## src/rtl/rv32_mem_access_unit_pkg.sv

```systemverilog
// Shared types and constants for the rv32 memory access unit.
//   memory_access          : access-size encoding from the core's memory port
//   memory_exceptions      : fault mask type and bit masks returned with responses
//   memory_map             : bank decode constants (addr[31:28] selects the bank)
//   rv32_mem_access_unit_pkg : datapath widths local to this unit

package memory_access;
  typedef enum logic [1:0] {
    MEM_ACCESS_BYTE = 2'd0,
    MEM_ACCESS_HALF = 2'd1,
    MEM_ACCESS_WORD = 2'd2
  } mem_access_t;
endpackage

package memory_exceptions;
  typedef logic [1:0] mem_exception_mask_t;
  localparam mem_exception_mask_t MEM_EX_MISALIGNED   = 2'b01;
  localparam mem_exception_mask_t MEM_EX_OUT_OF_RANGE = 2'b10;
endpackage

package memory_map;
  localparam int unsigned MEM_BANK_LSB  = 28;
  localparam int unsigned MEM_BANK_W    = 4;
  localparam logic [3:0]  MEM_BANK_RAM0 = 4'h1;
endpackage

package rv32_mem_access_unit_pkg;
  localparam int unsigned DATA_W = 32;
  localparam int unsigned BYTE_W = 8;
  localparam int unsigned HALF_W = 16;
endpackage

```

## src/rtl/rv32_lane_merge.sv

```systemverilog
// Little-endian lane steering for a 32-bit word.
//   word      : word read from RAM
//   data      : right-justified store data
//   access    : byte / half / word
//   offset    : byte offset addr[1:0] (half lane uses offset[1])
//   merged    : word with the target lane replaced by data (store path)
//   extracted : target lane of word, zero-extended (load path)
module rv32_lane_merge
  import memory_access::*;
  import rv32_mem_access_unit_pkg::*;
(
  input  logic [DATA_W-1:0] word,
  input  logic [DATA_W-1:0] data,
  input  mem_access_t       access,
  input  logic [1:0]        offset,
  output logic [DATA_W-1:0] merged,
  output logic [DATA_W-1:0] extracted
);

  logic [4:0] byte_sh;
  logic [4:0] half_sh;

  assign byte_sh = {offset, 3'b000};
  assign half_sh = {offset[1], 4'b0000};

  // Word (and any encoding faulted upstream) passes straight through.
  always_comb begin
    merged    = data;
    extracted = word;
    case (access)
      MEM_ACCESS_BYTE: begin
        extracted = DATA_W'(BYTE_W'(word >> byte_sh));
        merged    = (word & ~(DATA_W'(32'h0000_00FF) << byte_sh))
                  | (DATA_W'(data[BYTE_W-1:0]) << byte_sh);
      end
      MEM_ACCESS_HALF: begin
        extracted = DATA_W'(HALF_W'(word >> half_sh));
        merged    = (word & ~(DATA_W'(32'h0000_FFFF) << half_sh))
                  | (DATA_W'(data[HALF_W-1:0]) << half_sh);
      end
      default: begin
        merged    = data;
        extracted = word;
      end
    endcase
  end

endmodule

```

## src/rtl/rv32_mem_access_unit.sv

```systemverilog
// Memory-side bridge for the rv32i multicycle core. Accepts one load/store
// at a time, checks alignment and bank range, and drives a word-wide
// single-port synchronous RAM without byte strobes (sub-word stores are
// read-modify-write).
//   clk, rst          : clock, asynchronous active-low reset
//   req_*             : request handshake and payload from the core
//   rsp_valid/_rd_data/_exception : one-cycle response pulse
//   busy              : ~req_ready
//   ram_*             : RAM word address, read/write enables, write/read data
module rv32_mem_access_unit
  import memory_access::*;
  import memory_exceptions::*;
  import memory_map::*;
  import rv32_mem_access_unit_pkg::*;
#(
  parameter logic [3:0]  BANK_ID = MEM_BANK_RAM0,
  parameter int unsigned ADDR_W  = 10
) (
  input  logic                clk,
  input  logic                rst,
  input  logic                req_valid,
  output logic                req_ready,
  input  logic [31:0]         req_addr,
  input  logic                req_wr_ena,
  input  logic [DATA_W-1:0]   req_wr_data,
  input  mem_access_t         req_access,
  output logic                rsp_valid,
  output logic [DATA_W-1:0]   rsp_rd_data,
  output mem_exception_mask_t rsp_exception,
  output logic                busy,
  output logic [ADDR_W-1:0]   ram_addr,
  output logic                ram_rd_ena,
  output logic                ram_wr_ena,
  output logic [DATA_W-1:0]   ram_wr_data,
  input  logic [DATA_W-1:0]   ram_rd_data
);

  typedef enum logic [2:0] {
    ST_IDLE  = 3'd0,
    ST_READ  = 3'd1,
    ST_WRITE = 3'd2,
    ST_MERGE = 3'd3,
    ST_RESP  = 3'd4
  } state_t;

  // Address bits between the word index and the bank field must be zero.
  localparam logic [31:0] BELOW_BANK_MASK = (32'h1 << MEM_BANK_LSB) - 32'h1;
  localparam logic [31:0] IN_BANK_MASK    = (32'h1 << (ADDR_W + 2)) - 32'h1;
  localparam logic [31:0] HOLE_MASK       = BELOW_BANK_MASK & ~IN_BANK_MASK;

  state_t              state_q, state_d;
  logic [ADDR_W-1:0]   idx_q;
  logic [1:0]          off_q;
  logic                wr_q;
  logic [DATA_W-1:0]   data_q;
  mem_access_t         access_q;
  mem_exception_mask_t ex_q;

  logic                misaligned_c;
  logic                out_of_range_c;
  mem_exception_mask_t ex_c;
  logic                accept_c;
  logic [DATA_W-1:0]   merged_c;
  logic [DATA_W-1:0]   extracted_c;

  // Fault classification of the incoming request.
  always_comb begin
    case (req_access)
      MEM_ACCESS_BYTE: misaligned_c = 1'b0;
      MEM_ACCESS_HALF: misaligned_c = req_addr[0];
      MEM_ACCESS_WORD: misaligned_c = (req_addr[1:0] != 2'b00);
      default:         misaligned_c = 1'b1;
    endcase
  end

  assign out_of_range_c = (req_addr[MEM_BANK_LSB +: MEM_BANK_W] != BANK_ID)
                        || ((req_addr & HOLE_MASK) != 32'h0);
  assign ex_c     = (misaligned_c   ? MEM_EX_MISALIGNED   : '0)
                  | (out_of_range_c ? MEM_EX_OUT_OF_RANGE : '0);
  assign accept_c = req_valid && (state_q == ST_IDLE);

  // State and latched request.
  always_ff @(posedge clk or negedge rst) begin
    if (!rst) begin
      state_q  <= ST_IDLE;
      idx_q    <= '0;
      off_q    <= '0;
      wr_q     <= 1'b0;
      data_q   <= '0;
      access_q <= MEM_ACCESS_BYTE;
      ex_q     <= '0;
    end else begin
      state_q <= state_d;
      if (accept_c) begin
        idx_q    <= req_addr[ADDR_W+1:2];
        off_q    <= req_addr[1:0];
        wr_q     <= req_wr_ena;
        data_q   <= req_wr_data;
        access_q <= req_access;
        ex_q     <= ex_c;
      end
    end
  end

  // Shared lane steering: extraction in RESP, merge in WRITE/MERGE.
  rv32_lane_merge u_lane_merge (
    .word      (ram_rd_data),
    .data      (data_q),
    .access    (access_q),
    .offset    (off_q),
    .merged    (merged_c),
    .extracted (extracted_c)
  );

  // Next state and outputs. Read data and merge data come from the RAM's
  // registered output, so those two paths are combinational by nature.
  always_comb begin
    state_d       = state_q;
    req_ready     = 1'b0;
    rsp_valid     = 1'b0;
    rsp_rd_data   = '0;
    rsp_exception = '0;
    ram_addr      = idx_q;
    ram_rd_ena    = 1'b0;
    ram_wr_ena    = 1'b0;
    ram_wr_data   = '0;
    case (state_q)
      ST_IDLE: begin
        req_ready = 1'b1;
        if (req_valid) begin
          if (ex_c != '0)                                     state_d = ST_RESP;
          else if (req_wr_ena && req_access == MEM_ACCESS_WORD) state_d = ST_WRITE;
          else                                                state_d = ST_READ;
        end
      end
      ST_READ: begin
        ram_rd_ena = 1'b1;
        state_d    = wr_q ? ST_MERGE : ST_RESP;
      end
      ST_WRITE: begin
        ram_wr_ena  = 1'b1;
        ram_wr_data = merged_c;
        state_d     = ST_RESP;
      end
      ST_MERGE: begin
        ram_wr_ena  = 1'b1;
        ram_wr_data = merged_c;
        state_d     = ST_RESP;
      end
      ST_RESP: begin
        rsp_valid     = 1'b1;
        rsp_exception = ex_q;
        if (!wr_q && ex_q == '0) rsp_rd_data = extracted_c;
        state_d = ST_IDLE;
      end
      default: state_d = ST_IDLE;
    endcase
  end

  assign busy = ~req_ready;

endmodule

```

## config.mk

```make
export PLATFORM = sky130hd
export DESIGN_NAME = rv32_mem_access_unit
export DESIGN_NICKNAME = d
export VERILOG_FILES = /design/src/rtl/rv32_mem_access_unit_pkg.sv /design/src/rtl/rv32_lane_merge.sv /design/src/rtl/rv32_mem_access_unit.sv
export SDC_FILE = /design/constraint.sdc
export NUM_CORES = 1
export LEC_CHECK = 0
export BUFFER_PORTS_ARGS = -buffer_cell sky130_fd_sc_hd__buf_4
export CORE_MARGIN = 8
export CORE_UTILIZATION = 42
export CTS_BUF_LIST = sky130_fd_sc_hd__clkbuf_16
export CTS_CLUSTER_SIZE = 24
export DETAILED_ROUTE_END_ITERATION = 12
export HOLD_SLACK_MARGIN = 0.1
export PLACE_DENSITY_LB_ADDON = 0.15
export SLEW_MARGIN = 20
export SYNTH_ARGS = -nofsm -noshare
export SYNTH_HDL_FRONTEND = slang
export SYNTH_SLANG_ARGS = --single-unit
```

## constraint.sdc

```tcl
create_clock -name clk -period 1.4 [get_ports clk]
set_input_delay 0.21 -clock clk [delete_from_list [all_inputs] [get_ports clk]]
set_output_delay 0.21 -clock clk [all_outputs]
set_load 0.01 [all_outputs]
```

-- After elaboration in Yosys (flattened, before gate mapping)
Cells that the tools add are included.
- bits in registers: 52
- equality and inequality tests: 9
- shifts and indexed selects: 6
- multiplexer cells: 18
- bitwise operators: 8
- reductions and logical operators: 13
- operators with widths (operator ; count):
    $pmux 32 s2 ; 2
    $mux 32 ; 3
    $and 32x32->32 ; 2
    $not 32->32 ; 2
    $or 32x32->32 ; 2
    $reduce_bool 32->1 ; 1
    $shl 16x5->32 ; 1
    $shl 16x5->32 const A ; 1
    $shl 8x5->32 ; 1
    $shl 8x5->32 const A ; 1
    $shr 32x5->16 ; 1
    $shr 32x5->8 ; 1
    $mux 3 ; 3
    $pmux 3 s3 ; 1
    $eq 3x2->1 const B ; 2
    $logic_not 2->1 ; 3
    $mux 2 ; 3
    $mux 1 ; 5
    $eq 2x1->1 const B ; 2
    $ne 4x1->1 const B ; 1
    $reduce_bool 2->1 ; 2
    $eq 3x1->1 const B ; 1
    $eq 3x3->1 const B ; 1
    $logic_and 1x1->1 ; 3
    other kinds (9) ; 9

-- Depth between registers and ports, before layout
- depth in word-level cells: 8
- depth in mapped cells: 6
- gate-level depth less buffers: 4

-- Cells and area by module
A second synthesis with hierarchy kept.
- cells, all modules: 496
- area, all modules: 3960.0 um2
- modules (own cells, without submodules) (module ; times used ; cells an instance ; area an instance (um2)):
    rv32_mem_access_unit ; 1 ; 310 ; 2538.7
    rv32_lane_merge ; 1 ; 186 ; 1421.4

-- Least setup slack after synthesis
Ideal clock, no wire load.
- path type: register -> output
- from: register state_q[1]
- to: output port rsp_rd_data[7]
- arrival time: 1.430 ns
- setup slack: -0.240 ns
- stages on the path, launching flop included: 6
- cells stage by stage: dfrtp_1 -> nor2_1 -> nand2_1 -> or4_1 -> buf_2 -> a21oi_1
- longest elaborated chain between the ends: 2
- RTL lines (what ; RTL line ; source):
    start: declaration ; rv32_mem_access_unit.sv:51 ; state_t state_q, state_d;
    start signal: assignment ; rv32_mem_access_unit.sv:93 ; state_q <= state_d;
    $eq 3x3->1 ; rv32_mem_access_unit.sv:127 ; case (state_q)
    $mux 32 ; rv32_mem_access_unit.sv:127 ;
    end: declaration ; rv32_mem_access_unit.sv:28 ; output logic [DATA_W-1:0] rsp_rd_data,
Every way passes these cells.

-- Worst setup path in the final report
- from: register off_q[0]
- to: output port ram_wr_data[30]
- longest elaborated chain between the ends: 6
- elaborated cells on any way between the ends: 7
- RTL lines (what ; RTL line ; source):
    start: declaration ; rv32_mem_access_unit.sv:53 ; logic [1:0] off_q;
    start signal: assignment ; rv32_mem_access_unit.sv:96 ; off_q <= req_addr[1:0];
    $shl 8x5->32 ; rv32_lane_merge.sv:33 ; merged = (word & ~(DATA_W'(32'h0000_00FF) << byte_sh))
    $not 32->32 ; rv32_lane_merge.sv:33 ;
    $and 32x32->32 ; rv32_lane_merge.sv:33 ;
    $or 32x32->32 (*) ; rv32_lane_merge.sv:34 ; | (DATA_W'(data[BYTE_W-1:0]) << byte_sh);
    $pmux 32 s2 (*) ; rv32_lane_merge.sv:30 ; case (access)
    $mux 32 (*) ; rv32_mem_access_unit.sv:127 ;
    end: declaration ; rv32_mem_access_unit.sv:34 ; output logic [DATA_W-1:0] ram_wr_data,
Every way passes the cells marked *; elsewhere a longest branch is shown, timed or not.

==> flow_metrics.py <==
metrics = {
    "clock_network": {
        "cts_root_buffer": "clkbuf_16",
        "clk_pin_slew_ns": 0.09,
        "cts.sinks": 52,
        "cts_tree": "yes",
        "htree_levels": 2,
        "clock_latency_ns": 0.30,
        "cts_buffer_depth": 2,
        "cts-buffers-inserted": 5,
    },
    "floorplan": {
        "die_w_um": 108,
        "initial_core_util": 0.435,
        "placeableCoreArea_mm2": 0.00826,
        "die_y_um": 108,
        "ios": 183,
        "rows": 33,
        "dieArea_mm2": 0.0118,
    },
    "logic_synthesis": {
        "synth.top_cell.area_share": 0.363,
        "yosysMostFrequentCell": "nand2_1",
        "synth_compound_area_frac": 0.228,
        "ys_types": 42,
        "synth-xor-area-share": 0,
        "synthMuxAreaShare": 0.0248,
        "synth_fp_nets": 593,
        "yosys.area_share.adder": 0,
        "synth_flop_cell": "dfrtp_1",
        "synth_common_cells": "174 x nand2_1, 52 x dfrtp_1, 33 x a21oi_1",
        "post_synth_and_or_nand_nor_area_fraction": 0.331,
        "syn-instance-count": 491,
        "synthArstFlopShare": 1.00,
        "synth_area_leaders": "dfrtp_1 36%, nand2_1 18%, a21oi_1 4.6%, a22o_1 3.4%, and3_1 3.3%",
        "synth_top_family_by_area": "simple AND/OR/NAND/NOR gates",
        "synth_area_per_cell_um2": 7.31,
        "yosysSeqAreaShare": 0.363,
        "synth-edff-count": 0,
        "synth-seq-cells": 52,
        "yosys_warnings": 0,
        "syn-cell-area_mm2": 0.00359,
        "yosysTopAreaCell": "dfrtp_1",
    },
    "placed_design": {
        "io_buffers": 182,
        "gp_congestion": 0.881,
        "dp_hpwl_um": 11900,
    },
    "finish": {
        "n_antenna_cell": 0,
        "nNetsFinal": 873,
        "nFillCells": 286,
        "layout-drive-gt1-share": 0.662,
        "final_util": 0.924,
        "syn2layout_area_growth_pct": 113,
    },
    "route": {
        "routed_wl_um": 23700,
        "dr.pass1.iters": 6,
        "drt_iter0_drc": 791,
        "vias_per_cell": 6.61,
        "ant_nets": 0,
        "vias": 5796,
        "drc": 0,
        "wl_per_cell_um": 27.0,
    },
    "worst_setup_path": {
        "cp_slowest_cell": "dfrtp_2",
        "cp_data_arrival_time_ns": 2.03,
        "reg2reg_depth": 7,
        "crit_top_cell": "buf_4",
        "startpoint_type": "register",
        "critical_path.max_fanout": 5,
        "r2r_slack_ns": -0.45,
        "cp_slowest_stage_delay_ns": 0.46,
        "r2r_end": "state_q[0]",
        "critical_path.cell_chain": "nor2b_4 > buf_4 > a22o_1 > a221oi_4 > nor2_2 > buf_4",
        "cp_num_buf_inv": 2,
        "critPathCaptureType": "output port",
        "cp.required_ns": 1.19,
        "r2r_start": "state_q[1]",
        "crit_family": "compound AO/OA/AOI/OAI gates",
        "path_class": "reg2out",
    },
    "sta": {
        "worst_slew_pin_slew_ns": 0.433,
        "slew_violations": 0,
        "hold_violations": 0,
        "max_freq_mhz": 447,
        "setup_slack_ns": -0.837,
        "relSlewSlack": 0.708,
        "final.min_clock_period_ns": 2.24,
        "fin_crit_sh": 1.60,
        "final.setup.tns_ns": -64.51,
        "setup_violations": 122,
        "rsz0062_at_grt": "yes",
        "finClkSkew_ns": 0.0133,
    },
    "hold_path": {
        "holdPathStages": 3,
        "min_to": "data_q[22]",
        "min_path_type": "in2reg",
        "hp-start": "req_wr_data[22]",
    },
    "status": {
        "violations": "negative setup slack",
        "status": "finished with violations",
    },
    "job": {
        "maxCapViolations": 0,
    },
    "global_routing": {
        "grt_pass1_vias": 5270,
        "grt_pass1_wl_um": 27200,
        "antenna_found_initial": 0,
        "track_usage": 0.289,
        "overflow": 0,
        "grt_max_degree": 33,
    },
    "power_and_ir_drop": {
        "p_leak_uw": 0.00378,
        "powerDensity_mw_per_mm2": 842,
        "vdd_ir_drop_max_uv": 701,
    },
}
-- how the worst max path moves through the flow --
| stage | from | endpoint | slack, ns | depth (start not counted) |
|---|---|---|---|---|
| 2_1_floorplan | state_q[0] | rsp_rd_data[7] | -0.19 | 5 |
| 3_3_place_gp | state_q[0] | rsp_rd_data[9] | -0.36 | 6 |
| 3_5_place_dp | state_q[0] | rsp_rd_data[9] | -0.37 | 6 |
| 4_1_cts | off_q[0] | ram_wr_data[29] | -0.58 | 6 |
| 5_1_grt | off_q[0] | ram_wr_data[30] | -0.84 | 6 |
| 6_report | off_q[0] | ram_wr_data[30] | -0.84 | 6 |
-- stage by stage --
stage          instance area, um2  total power (uW)  hold slack, ns  cells  setup slack, ns
6_report                     7630              6430           0.108    877           -0.837
2_1_floorplan                4000              2940         -0.0856    491           -0.193
3_5_place_dp                 5940              3870           0.151    819           -0.370
3_3_place_gp                 5940              3820           0.147    819           -0.363
4_1_cts                      6950              5710           0.100    864           -0.579
5_1_grt                      7630              6600           0.109    877           -0.841
-- what timing repair did --
| action | 4_1_cts | 5_1_grt |
|---|---|---|
| hold buffers | 8 | 0 |
| endpoints found under the hold margin | 32 | 0 |
| setup endpoints to repair | 121 | 122 |
| resized for setup | 108 | 169 |
| pin swaps | 36 | 108 |
| buffers inserted | 22 | 17 |
| cloned | 11 | 2 |
-- routing by layer --
| layer | routed length [um] | vias up | part of all wire | track usage |
|---|---|---|---|---|
| met2 | 11600 | 599 | 0.49 | 0.507 |
| met5 | 0 | - | 0 | 0 |
| met3 | 2680 | 165 | 0.11 | 0.0708 |
| met1 | 7700 | 2744 | 0.32 | 0.326 |
| met4 | 1690 | 0 | 0.071 | 0.129 |
| li1 | - | 2288 | - | - |
-- layout make-up --
class	instances	area, um2	share of cell area
Sequential cell	52	1310	0.171
Clock inverter	3	28.8	0.00377
Timing Repair Buffer	311	2910	0.381
Inverter	6	40.0	0.00525
Clock buffer	5	125	0.0164
Multi-Input combinational cell	395	3090	0.405
Tap cell	105	131	0.0172
-- sequential cells by signal (all words and copies together) (netlist names) --
signal and count:
access_q 2, wr_q 1, data_q 32, state_q 3, ex_q 2, off_q 2, ram_addr 10
-- placed cells by master, fill, tap and decap left out, drive strengths merged, types with 2 or more instances in the layout --
cell / Yosys / routed
a21o: 9 / 9
a21oi: 34 / 34
a221oi: 7 / 7
a22o: 14 / 14
a22oi: 14 / 14
a311oi: 8 / 8
a32oi: 2 / 2
and3: 19 / 19
buf: 23 / 301
clkbuf: 16 / 7
dfrtp: 52 / 52
dlygate4sd3: 0 / 8
inv: 5 / 8
mux2: 7 / 7
nand2: 174 / 174
nand2b: 3 / 3
nand3: 11 / 11
nor2: 30 / 30
nor2b: 10 / 10
nor3: 10 / 10
nor3b: 2 / 2
nor4: 5 / 5
o21ai: 18 / 19
o221a: 7 / 7
-- worst min-delay path, cell delays in order --
cell and delay [ns]:
buf_4 0.08, nand2_2 0.04, nand2_1 0.04
-- kinds of logic (layout without fill, tap and decap cells) --
kind of cell,count (synthesis),in the layout
and+or+nand+nor,270,270
AOI/OAI and AO/OA,116,117
DFF,52,52
buffers and inverters,45,325
muxes,8,8
-- power breakdown --
group	internal [uW]	switching, uW	total, uW
sequential	1690	216	1900
clock	693	669	1360
combinational	1490	1680	3170
No activity file was read; power rests on OpenSTA's default activity.
